<file path="src/rtl/clock_time_counter.sv">
`default_nettype none
// ============================================================================
//  Module      : clock_time_counter
//  Description : Timekeeping core for the digital clock. Counts seconds,
//                minutes and hours with full carry in run mode; in the set
//                modes time is frozen and each synchronised button press
//                nudges one field up or down without carry. Also produces
//                a 12/24-hour display hour, a PM flag and a midnight pulse.
//  Revision    : 1.0 - initial release
// ============================================================================
module clock_time_counter #(
  parameter int SEC_W    = 6,
  parameter int MIN_W    = 6,
  parameter int HOUR_W   = 5,
  parameter int STATE_W  = 3,
  parameter int SEC_MAX  = 60,
  parameter int MIN_MAX  = 60,
  parameter int HOUR_MAX = 24
) (
  input  logic               clk_1Hz,
  input  logic               rst_n,
  input  logic [STATE_W-1:0] state,
  input  logic               set_n,
  input  logic               dir,
  input  logic               mode_12h,
  output logic [SEC_W-1:0]   seconds,
  output logic [MIN_W-1:0]   minutes,
  output logic [HOUR_W-1:0]  hours,
  output logic [HOUR_W-1:0]  hours_disp,
  output logic               pm,
  output logic               day_tick
);

  // Mode codes driven by the mode FSM; every other code counts like TIME_VIEW.
  localparam logic [STATE_W-1:0] c_st_set_hour   = STATE_W'(1);
  localparam logic [STATE_W-1:0] c_st_set_minute = STATE_W'(2);
  localparam logic [STATE_W-1:0] c_st_set_second = STATE_W'(3);

  // Last legal value of each field and the 12-hour split point.
  localparam logic [SEC_W-1:0]  c_sec_last  = SEC_W'(SEC_MAX - 1);
  localparam logic [MIN_W-1:0]  c_min_last  = MIN_W'(MIN_MAX - 1);
  localparam logic [HOUR_W-1:0] c_hour_last = HOUR_W'(HOUR_MAX - 1);
  localparam logic [HOUR_W-1:0] c_hour_half = HOUR_W'(HOUR_MAX / 2);

  // --------------------------------------------------------------------------
  // Button synchroniser and falling-edge detector
  // --------------------------------------------------------------------------
  logic r_s1;
  logic r_s2;
  logic r_s3;
  logic w_press;

  // Two-flop synchroniser plus one history flop; idle level is released (1).
  always_ff @(posedge clk_1Hz or negedge rst_n) begin
    if (!rst_n) begin
      r_s1 <= 1'b1;
      r_s2 <= 1'b1;
      r_s3 <= 1'b1;
    end else begin
      r_s1 <= set_n;
      r_s2 <= r_s1;
      r_s3 <= r_s2;
    end
  end

  // A press is the single cycle where the synchronised level has just fallen;
  // holding the button low therefore never repeats the adjustment.
  assign w_press = r_s3 & ~r_s2;

  // --------------------------------------------------------------------------
  // Mode decode
  // --------------------------------------------------------------------------
  logic w_run;
  logic w_adj_hour;
  logic w_adj_min;
  logic w_adj_sec;

  // Decode the mode: set modes freeze time and route a press to one field.
  always_comb begin
    w_run      = 1'b0;
    w_adj_hour = 1'b0;
    w_adj_min  = 1'b0;
    w_adj_sec  = 1'b0;
    case (state)
      c_st_set_hour:   w_adj_hour = w_press;
      c_st_set_minute: w_adj_min  = w_press;
      c_st_set_second: w_adj_sec  = w_press;
      default:         w_run      = 1'b1;
    endcase
  end

  // --------------------------------------------------------------------------
  // Wrap detection; >= so a corrupted field recovers to 0 on its next update
  // --------------------------------------------------------------------------
  logic w_sec_wrap;
  logic w_min_wrap;
  logic w_hour_wrap;

  assign w_sec_wrap  = (seconds >= c_sec_last);
  assign w_min_wrap  = (minutes >= c_min_last);
  assign w_hour_wrap = (hours   >= c_hour_last);

  // --------------------------------------------------------------------------
  // Single-step increment / decrement of each field (no carry)
  // --------------------------------------------------------------------------
  logic [SEC_W-1:0]  w_sec_inc;
  logic [SEC_W-1:0]  w_sec_dec;
  logic [MIN_W-1:0]  w_min_inc;
  logic [MIN_W-1:0]  w_min_dec;
  logic [HOUR_W-1:0] w_hour_inc;
  logic [HOUR_W-1:0] w_hour_dec;

  // Increment wraps from the last value to 0; decrement wraps 0 to the last
  // value, and an out-of-range value is pulled back to 0.
  always_comb begin
    w_sec_inc  = w_sec_wrap  ? '0 : seconds + 1'b1;
    w_min_inc  = w_min_wrap  ? '0 : minutes + 1'b1;
    w_hour_inc = w_hour_wrap ? '0 : hours   + 1'b1;

    if (seconds == '0) begin
      w_sec_dec = c_sec_last;
    end else if (seconds > c_sec_last) begin
      w_sec_dec = '0;
    end else begin
      w_sec_dec = seconds - 1'b1;
    end

    if (minutes == '0) begin
      w_min_dec = c_min_last;
    end else if (minutes > c_min_last) begin
      w_min_dec = '0;
    end else begin
      w_min_dec = minutes - 1'b1;
    end

    if (hours == '0) begin
      w_hour_dec = c_hour_last;
    end else if (hours > c_hour_last) begin
      w_hour_dec = '0;
    end else begin
      w_hour_dec = hours - 1'b1;
    end
  end

  // --------------------------------------------------------------------------
  // Next-state selection
  // --------------------------------------------------------------------------
  logic [SEC_W-1:0]  w_sec_next;
  logic [MIN_W-1:0]  w_min_next;
  logic [HOUR_W-1:0] w_hour_next;
  logic              w_day_next;

  // Run mode ripples carries from current values in one cycle; set modes
  // only touch the selected field on a press.
  always_comb begin
    w_sec_next  = seconds;
    w_min_next  = minutes;
    w_hour_next = hours;
    w_day_next  = 1'b0;
    if (w_run) begin
      w_sec_next = w_sec_inc;
      if (w_sec_wrap) begin
        w_min_next = w_min_inc;
        if (w_min_wrap) begin
          w_hour_next = w_hour_inc;
          w_day_next  = w_hour_wrap;
        end
      end
    end else begin
      if (w_adj_sec) begin
        w_sec_next = dir ? w_sec_inc : w_sec_dec;
      end
      if (w_adj_min) begin
        w_min_next = dir ? w_min_inc : w_min_dec;
      end
      if (w_adj_hour) begin
        w_hour_next = dir ? w_hour_inc : w_hour_dec;
      end
    end
  end

  // --------------------------------------------------------------------------
  // Time registers
  // --------------------------------------------------------------------------

  // Stored time and the registered midnight pulse.
  always_ff @(posedge clk_1Hz or negedge rst_n) begin
    if (!rst_n) begin
      seconds  <= '0;
      minutes  <= '0;
      hours    <= '0;
      day_tick <= 1'b0;
    end else begin
      seconds  <= w_sec_next;
      minutes  <= w_min_next;
      hours    <= w_hour_next;
      day_tick <= w_day_next;
    end
  end

  // --------------------------------------------------------------------------
  // Display view
  // --------------------------------------------------------------------------
  logic [HOUR_W-1:0] w_hour_mod;

  // Hours never exceed HOUR_MAX-1, so one conditional subtract gives the
  // hour modulo HOUR_MAX/2; a zero result is shown as HOUR_MAX/2 (12).
  always_comb begin
    pm         = (hours >= c_hour_half);
    w_hour_mod = pm ? (hours - c_hour_half) : hours;
    if (mode_12h) begin
      hours_disp = (w_hour_mod == '0) ? c_hour_half : w_hour_mod;
    end else begin
      hours_disp = hours;
    end
  end

endmodule
`default_nettype wire
</file>
<file path="config.mk">
export PLATFORM = sky130hd
export DESIGN_NAME = clock_time_counter
export DESIGN_NICKNAME = d
export VERILOG_FILES = /design/src/rtl/clock_time_counter.sv
export SDC_FILE = /design/constraint.sdc
export NUM_CORES = 1
export LEC_CHECK = 0
export ABC_CLOCK_PERIOD_IN_PS = 3130
export CAP_MARGIN = 20
export CORE_ASPECT_RATIO = 2
export CORE_UTILIZATION = 35
export CTS_CLUSTER_DIAMETER = 50
export DETAILED_ROUTE_END_ITERATION = 12
export GPL_TIMING_DRIVEN = 0
export PLACE_DENSITY = 0.66
export SKIP_LAST_GASP = 1
export SLEW_MARGIN = 20
export SYNTH_ARGS = -nofsm -noshare
export SYNTH_HDL_FRONTEND = slang
export SYNTH_SLANG_ARGS = --single-unit
</file>
<file path="constraint.sdc">
create_clock -name clk_1Hz -period 3.13 [get_ports clk_1Hz]
set_input_delay 0.7825 -clock clk_1Hz [delete_from_list [all_inputs] [get_ports clk_1Hz]]
set_output_delay 0.7825 -clock clk_1Hz [all_outputs]
set_load 0.005 [all_outputs]
</file>
==> impl_metrics.yaml, run 1 <==
synthesis:
  avgSynthCellArea_um2: 7.80
  synthFlopType: "dfrtp_1"
  syn_nets: 273
  yosysWarnings: 0
  ys_seq_area_share_pct: 26.8
  synth_area_mm2: 0.00197
  ys_async_sr_fraction_pct: 100
  synth_enable_flop_cells: 0
  ys_ff_latch: 21
  syn_inst: 253
  synthDistinctLibCells: 58
timing:
  whs_ns: 0.358
  setup_viol: 0
  timing.fmax_ghz: 0.329
  period_share_pct: 97.1
  slew_violations: 0
  worst_slew_margin_rel_pct: 53.5
  final-hold-violation-count: 0
  period_needed_ns: 3.04
  rsz0062_at_grt: "true"
  fin_skew_ns: 0.00387
  worst_slack_ns: 0.0897
  tightestPinTransition_ns: 0.694
routing:
  drc: 0
  drtIter0Drc: 55
  drt_pass1_iterations: 4
  dr_total_vias: 2072
  via_per_inst: 5.95
  avgRoutedWirePerCell_um: 16.0
  ant_nets: 0
  drt-total-wl_mm: 5.55
layout:
  fin_nets: 309
  final_cell_mix: "clkdlybuf4s50_1 (29), o21ai_0 (27), nor2_1 (20)"
  drive_gt1_share_pct: 10.8
  mostFrequentLayoutCell: "clkdlybuf4s50_1"
  syn_to_final_growth_pct: 22.4
  final_cell_area_mm2: 0.00242
  antenna_cells: 0
global_route:
  grt_overflow: 0
  grt_max_degree: 22
  grt_pass1_vias: 1969
  grt_pass1_wl_mm: 8.69
  antenna_found_initial: 0
  track_usage_pct: 19.6
clock_network:
  cts_buffers: 3
  numClockSinks: 21
  cts_tree: "built"
  cts-root-buf: "clkbuf_8"
  cts_buffer_depth: 2
  clock_latency_ns: 0.27
  clk_pin_slew_ns: 0.08
  ctsHtreeMaxLevel: 1
  hold_buffers: 0
power:
  power_density_mw_per_mm2: 918
  vdd_ir_drop_max_mv: 0.456
  power.total_mw: 2.22
  p_leak_nw: 0.985
die:
  start_util_pct: 36.4
  die_h_um: 108
  core_mm2: 0.00542
  num_rows: 38
  dieArea_mm2: 0.00596
  top_level_ports: 32
  floorplan.die.width_um: 55.1
worst_hold_path:
  min_from: "r_s1"
  worstHoldPathType: "flop to flop"
  min_to: "r_s2"
  hold_depth: 0
setup_path:
  cp_data_required_time_ns: 2.35
  r2r-end: "minutes[5]"
  crit_path_max_fanout: 7
  r2r_setup_slack_ns: 0.90
  r2r_cells: 7
  r2r-start: "seconds[0]"
  end_kind: "output pin"
  startpoint: "hours[0]"
  critPathKind: "flop to output pin"
  crit_arrival_ns: 2.26
  cp-start-kind: "flop"
placement:
  place_area_mm2: 0.00236
  port_buffers: 31
  place_ws_ns: -0.171
  hpwl_mm: 4.32
  routabilityCongestion: 0.877
run:
  cap_violations: 0
status:
  status: "finished clean"
==> report_power, final <==
group	internal (mW)	total (mW)	switching (mW)	leakage, nW
Combinational	0.718	1.49	0.770	0.720
Clock	0.0910	0.186	0.0946	0.0228
Sequential	0.376	0.545	0.169	0.242
==> cells by family (layout without fill, tap and decap cells) <==
family,count (synthesis),count (layout),synth area share [%]
fa+ha+maj,12,12,7.60
mux,3,3,1.52
compound gates,100,100,34.3
flops,21,21,26.8
buf+inv,31,66,6.15
xor+xnor,4,4,1.77
simple gates,82,82,21.9
==> layout make-up <==
type,count,area (µm²)
Buffer,16,67.6
Fill cell,589,3000
Timing Repair Buffer,32,308
Inverter,14,52.6
Sequential cell,21,533
Multi-Input combinational cell,201,1340
Clock buffer,4,45.0
Tap cell,60,75.1
==> flip-flops by register name, summed over array words and instances, names as in the netlist <==
register	cells
r_s2	1
hours	5
day_tick	1
minutes	6
seconds	6
r_s3	1
r_s1	1
==> per-stage QoR <==
stage	TNS, ns	util [%]	instances
3_5_place_dp	-0.171	43.5	344
5_1_grt	-0.0252	44.6	348
4_1_cts	0	44.5	348
2_1_floorplan	0	-	253
3_3_place_gp	-0.143	43.5	344
6_report	0	44.6	348
==> Yosys cell counts, types with 2 or more instances <==
master / count / share of area (%)
o22ai_1: 3 / 0.95
nand2_1: 16 / 3.0
inv_1: 14 / 2.7
o21ai_0: 27 / 6.8
clkbuf_1: 13 / 2.5
ha_1: 12 / 7.6
nand4b_1: 3 / 1.3
a21o_1: 2 / 0.76
a22oi_1: 2 / 0.76
a21oi_1: 17 / 4.3
o32a_1: 2 / 1.0
o22a_1: 5 / 2.2
dfrtp_1: 18 / 23
xor2_1: 3 / 1.3
nor4_1: 2 / 0.63
a22o_1: 3 / 1.3
nand2b_1: 3 / 0.95
a21boi_0: 3 / 1.1
nand3_1: 8 / 2.0
nand4_1: 2 / 0.63
o211ai_1: 6 / 2.3
or2_2: 3 / 0.95
a31oi_1: 10 / 3.2
mux2i_1: 3 / 1.5
o31ai_1: 2 / 0.76
nor3_1: 9 / 2.3
o21a_1: 2 / 0.76
buf_2: 4 / 1.0
nor2_1: 20 / 3.8
o211a_1: 2 / 1.0
dfstp_2: 3 / 4.0
and3_1: 5 / 1.6
==> worst max-delay path by stage <==
stage                    end  slack, ns  cells after the start
3_5_place_dp   hours_disp[4]      -0.17                      5
3_3_place_gp   hours_disp[4]      -0.14                      5
2_1_floorplan  hours_disp[0]       0.96                      6
4_1_cts        hours_disp[0]      0.006                      7
5_1_grt        hours_disp[2]      -0.02                      8
6_report       hours_disp[2]       0.09                      8
==> critical path: stages (launching register included) <==
cell and delay, ns:
dfrtp_2 0.45, inv_1 0.12, ha_2 0.23, a21o_1 0.22, nor2_1 0.09, o22ai_2 0.18, nand3_1 0.10, o21ai_0 0.08
clkdlybuf4s50_1 0.52
==> metal layers <==
metal | GRT usage, % | routed length (µm) | up-vias
met3 | 1.41 | 106 | 18
met1 | 19.0 | 2090 | 1002
met5 | 0 | 0 | -
li1 | - | - | 1010
met4 | 10.7 | 209 | 0
met2 | 37.3 | 3140 | 42
==> repair_timing <==
| item | CTS | global route |
|---|---|---|
| pin swaps | 0 | 1 |
| setup buffers | 0 | 1 |
| setup endpoints to repair | 4 | 5 |
| resized for setup | 4 | 6 |
(Power assumes the default switching activity.)
==> inputs of run 2 (changes only) <==
--- a/config.mk
+++ b/config.mk
@@ -9,7 +9,7 @@
 export CAP_MARGIN = 20
 export CORE_ASPECT_RATIO = 2
 export CORE_UTILIZATION = 35
-export CTS_CLUSTER_DIAMETER = 50
+export CTS_CLUSTER_DIAMETER = 150
 export DETAILED_ROUTE_END_ITERATION = 12
 export GPL_TIMING_DRIVEN = 0
 export PLACE_DENSITY = 0.66
==> results of run 2 <==
Final layout, timing and power as in run 1 (identical DEF).
==> inputs of run 3 (changes only) <==
--- a/config.mk
+++ b/config.mk
@@ -13,6 +13,7 @@
 export DETAILED_ROUTE_END_ITERATION = 12
 export GPL_TIMING_DRIVEN = 0
 export PLACE_DENSITY = 0.66
+export SKIP_CTS_REPAIR_TIMING = 1
 export SKIP_LAST_GASP = 1
 export SLEW_MARGIN = 20
 export SYNTH_ARGS = -nofsm -noshare
==> run 3 against run 2 <==
Net effect:
- sequential share of layout area fell by 0.051 points
- die area unchanged
- sequential cell count did not move
- worst hold slack about the same
- count of clock-buffer cells in the layout stayed put
- critical path type unchanged
==> impl_metrics.yaml, run 3 (synthesis results as in run 1) <==
clock_network:
  clk_pin_slew_ns: 0.08
  cts-root-buf: "clkbuf_8"
  numClockSinks: 21
  cts_tree: "built"
  ctsHtreeMaxLevel: 1
  cts_buffer_depth: 2
  clock_latency_ns: 0.27
  cts_buffers: 3
setup_path:
  cp_num_buf_inv: 1
  r2r_setup_slack_ns: 0.90
  crit_path_max_fanout: 8
  cp_data_required_time_ns: 2.35
  crit_path_cell_trace: "ha_2 -> a21o_1 -> nor2_1 -> o22ai_2 -> a31oi_1 -> clkdlybuf4s50_1"
  cp-start-kind: "flop"
  critPathKind: "flop to output pin"
  end_kind: "output pin"
  cpMaxStageDelayCell: "clkdlybuf4s50_1"
  crit_arrival_ns: 2.24
  crit_family: "compound AO/OA/AOI/OAI gates"
  slowest_delay_ns: 0.52
timing:
  worst_slew_margin_rel_pct: 53.5
  slew_violations: 0
  period_share_pct: 96.6
  fin_setup_tns_ns: 0
  final-hold-violation-count: 0
  period_needed_ns: 3.02
  timing.fmax_ghz: 0.331
  rsz0062_at_grt: "false"
  tightestPinTransition_ns: 0.694
  fin_skew_ns: 0.00379
  setup_viol: 0
global_route:
  grt_max_degree: 22
  track_usage_pct: 19.6
  grt_pass1_vias: 1969
  grt_pass1_wl_mm: 8.69
  grt_overflow: 0
  antenna_found_initial: 0
die:
  floorplan.die.width_um: 55.1
  top_level_ports: 32
  core_mm2: 0.00542
  num_rows: 38
  die_h_um: 108
  start_util_pct: 36.4
  dieArea_mm2: 0.00596
power:
  intPower_mw: 1.18
  p_comb_share_pct: 67.0
  p_switching_mw: 1.03
  clkPwrFrac_pct: 8.4
  p_leak_nw: 1.00
  vdd_ir_drop_max_mv: 0.456
  power_frac_seq_pct: 24.7
  power_density_mw_per_mm2: 914
  sw_frac_of_total_pct: 46.6
routing:
  dr_wl_met3_um: 109
  drc: 0
  drt-total-wl_mm: 5.56
  via_per_inst: 5.97
  met2RoutedLength_mm: 3.14
  avgRoutedWirePerCell_um: 16.0
  dr_total_vias: 2079
  met1Wirelength_mm: 2.10
  drt_pass1_iterations: 4
  ant_nets: 0
  highest_layer: "met4"
  drtIter0Drc: 55
layout:
  fin_cells: 348
  regArea_um2: 534
  fillCellCount: 585
  mostFrequentLayoutCell: "clkdlybuf4s50_1"
  fin_nets: 309
  syn_to_final_growth_pct: 22.9
  antenna_cells: 0
  multiInputGateArea_mm2: 0.00134
  final_cell_mix: "clkdlybuf4s50_1 (28), o21ai_0 (27), nor2_1 (20)"
  reg.largest.list: "minutes: 6 flops, seconds: 6 flops, hours: 5 flops"
  drive_gt1_share_pct: 10.8
run:
  cap_violations: 0
placement:
  dp_cells: 344
  hpwl_mm: 4.32
  routabilityCongestion: 0.877
  port_buffers: 31
worst_hold_path:
  worstHoldPathType: "flop to flop"
status:
  status: "finished clean"
==> run 3: metrics by stage <==
step,power (mW),setup slack [ns],utilization [%],hold slack [ns],instance area (µm²)
final,2.22,0.107,44.8,0.358,2430
after CTS,2.19,-0.175,44.4,0.358,2400
after global placement,1.98,-0.143,43.5,0.346,2360
after floorplan,1.44,0.957,-,0.345,1970
after detailed placement,2.00,-0.171,43.5,0.347,2360
after global routing,2.41,0.0195,44.8,0.361,2430
==> run 3: power by group through the flow <==
stage	clock network [mW]	registers [mW]	logic, mW
2_1_floorplan	0	0.500	0.936
3_3_place_gp	0	0.530	1.45
3_5_place_dp	0	0.529	1.47
4_1_cts	0.185	0.526	1.48
5_1_grt	0.191	0.566	1.65
6_report	0.185	0.547	1.49
==> run 3: final timing paths <==
| path | cells past startpoint | to | startpoint |
|---|---|---|---|
| min in group asynchronous | 1 | minutes[5] | rst_n |
| max in group asynchronous | 1 | hours[1] | rst_n |
| worst max register to register | 7 | minutes[5] | seconds[0] |
| worst max-delay path | 6 | hours_disp[0] | hours[3] |
| worst min register to register | 0 | r_s2 | r_s1 |
| worst min-delay path | 0 | r_s2 | r_s1 |
==> run 3: area by class of cell <==
type / instances / share of cell area, %
tap: 60 / 3.09
sequential: 21 / 22.0
inverter: 14 / 2.16
multi-input combinational: 201 / 55.0
timing repair buffer: 32 / 13.1
clock buffer: 4 / 1.86
buffer: 16 / 2.78
==> run 3: per-layer routing <==
layer / GRT usage [%] / vias to the layer above
met3: 1.41 / 18
met2: 37.3 / 44
met1: 19.0 / 1007
met5: 0 / -
met4: 10.7 / 0
li1: - / 1010
==> RTL edit (config.mk and constraints of run 1) <==
`STATE_W`: 3 -> 6.
--- a/src/rtl/clock_time_counter.sv
+++ b/src/rtl/clock_time_counter.sv
@@ -13,5 +13,5 @@
   parameter int MIN_W    = 6,
   parameter int HOUR_W   = 5,
-  parameter int STATE_W  = 3,
+  parameter int STATE_W  = 6,
   parameter int SEC_MAX  = 60,
   parameter int MIN_MAX  = 60,
Ports: changed (resized state); port bits go from 32 to 35. The function was not compared with the original's and may differ.
==> RTL edit against run 1 <==
Sequential share of layout area fell by 0.34 points; register-to-register slack got worse by 180 ps; design area increased by 1.3%; wire length increased by 5.8%; utilization grew 1.0 points; clock skew shrank 0.72 ps; global-route usage rose by 2.5 points; area after synthesis decreased by 2.0%; worst setup slack worse by 2.8 ps; count of clock-buffer cells in the layout unchanged; sequential cell count did not move; power down 8.5%; critical endpoint is now hours_disp[4]; largest cell class unchanged.
==> RTL edit: results (changes against run 1) <==
Status
  • Status: finished, final reports clean (unchanged)

Global route
  • Met2 Use GR: 0.412 (was 0.373)
  • All-Layer GR Usage: 0.221 (was 0.196)
  • GR Util met3: 0.0113 (was 0.0141)
  • Vias in the first global route: 2,019 (was 1,969)
  • Met1 GRT Util: 0.216 (was 0.190)

Placement
  • DP Cell Count: 349 (was 344)
  • Setup slack at placement: -179 ps (was -171 ps)
  • Post-DP Area: 0.00235 sq mm (was 0.00236 sq mm)
  • Gpl congestion: 0.833 (was 0.877)
  • HPWL after DPL: 4430 um (was 4320 um)
  • Buffers on Ports: 34 (was 31)

Layout
  • Post-Route Utilization: 0.456 (was 0.446)
  • Filler cells: 545 (was 589)
  • Layout cells sized above 1: 0.0973 (was 0.108)

Synthesis
  • Synth top area cells: dfrtp_1, o21ai_0, ha_1, a21oi_1, dfstp_2 (was dfrtp_1, ha_1, o21ai_0, a21oi_1, dfstp_2)
  • Post-Synth Adder-Cell Area: 0.0776 (was 0.0760)
  • Syn Nets: 278 (was 273)
  • Post-synthesis sequential area ratio: 0.274 (was 0.268)
  • Most frequent cells after synthesis: o21ai_0, a21oi_1, nand2_1 (was o21ai_0, nor2_1, dfrtp_1)

Worst setup path
  • Reg2Reg Depth: 5 (was 7)
  • R2R Path Start: minutes[0] (was seconds[0])

Detailed routing
  • First-iteration detailed-routing DRC count: 111 (was 55)
  • DR WL/cell: 16.4 um (was 16.0 um)

Timing
  • Hold Slack: 358 ps (about the same)

Pwr
  • Worst vdd ir: 0.436 mV (was 0.456 mV)
  • P_sw: 0.949 mW (was 1.03 mW)
[RTL edit: how the worst max path moves through the flow]
stage                  start            end  slack, ps  depth (start not counted)
floorplan           state[3]     minutes[1]        770                          6
global placement    mode_12h  hours_disp[4]       -170                          5
detailed placement  mode_12h  hours_disp[4]       -180                          5
CTS                 hours[3]  hours_disp[2]        -80                          7
global route        hours[1]  hours_disp[2]         -3                          8
finish              mode_12h  hours_disp[4]         90                          5
[RTL edit: layer usage]
| layer | wire (um) | share of wire | up-vias |
|---|---|---|---|
| met5 | 0 | 0 | - |
| met4 | 210 | 0.036 | 0 |
| met3 | 185 | 0.031 | 14 |
| met2 | 3430 | 0.58 | 84 |
| met1 | 2050 | 0.35 | 1044 |
| li1 | - | - | 1027 |
[RTL edit: timing repair]
item / 4_1_cts / 5_1_grt
setup buffers: 0 / 5
setup endpoints to repair: 5 / 5
gates resized for setup: 4 / 11
pin swaps: 0 / 1
[RTL edit: logic make-up after synthesis]
family / count (synthesis)
AOI/OAI and AO/OA: 102
and+or+nand+nor: 82
buffers and inverters: 29
DFF: 21
adders and majority gates: 12
xor gates and xnor gates: 6
muxes: 3
[RTL edit: critical path, cell delays in order]
cell and delay, ps:
clkdlybuf4s15_1 280, inv_1 110, or4_1 390, o21ai_0 170, clkdlybuf4s50_1 520
[RTL edit: power groups by stage]
stage | combinational (mW) | sequential [mW] | clock, mW
CTS | 1.27 | 0.519 | 0.195
finish | 1.33 | 0.514 | 0.189
detailed placement | 1.27 | 0.521 | 0
global route | 1.48 | 0.530 | 0.201
floorplan | 0.814 | 0.488 | 0
global placement | 1.25 | 0.518 | 0
[RTL edit: final cells by class]
cell class | count | share of cell area
Buffer | 16 | 0.0342
Clock buffer | 4 | 0.0184
Inverter | 13 | 0.0199
Multi-Input combinational cell | 205 | 0.527
Sequential cell | 21 | 0.217
Tap cell | 60 | 0.0307
Timing Repair Buffer | 39 | 0.152
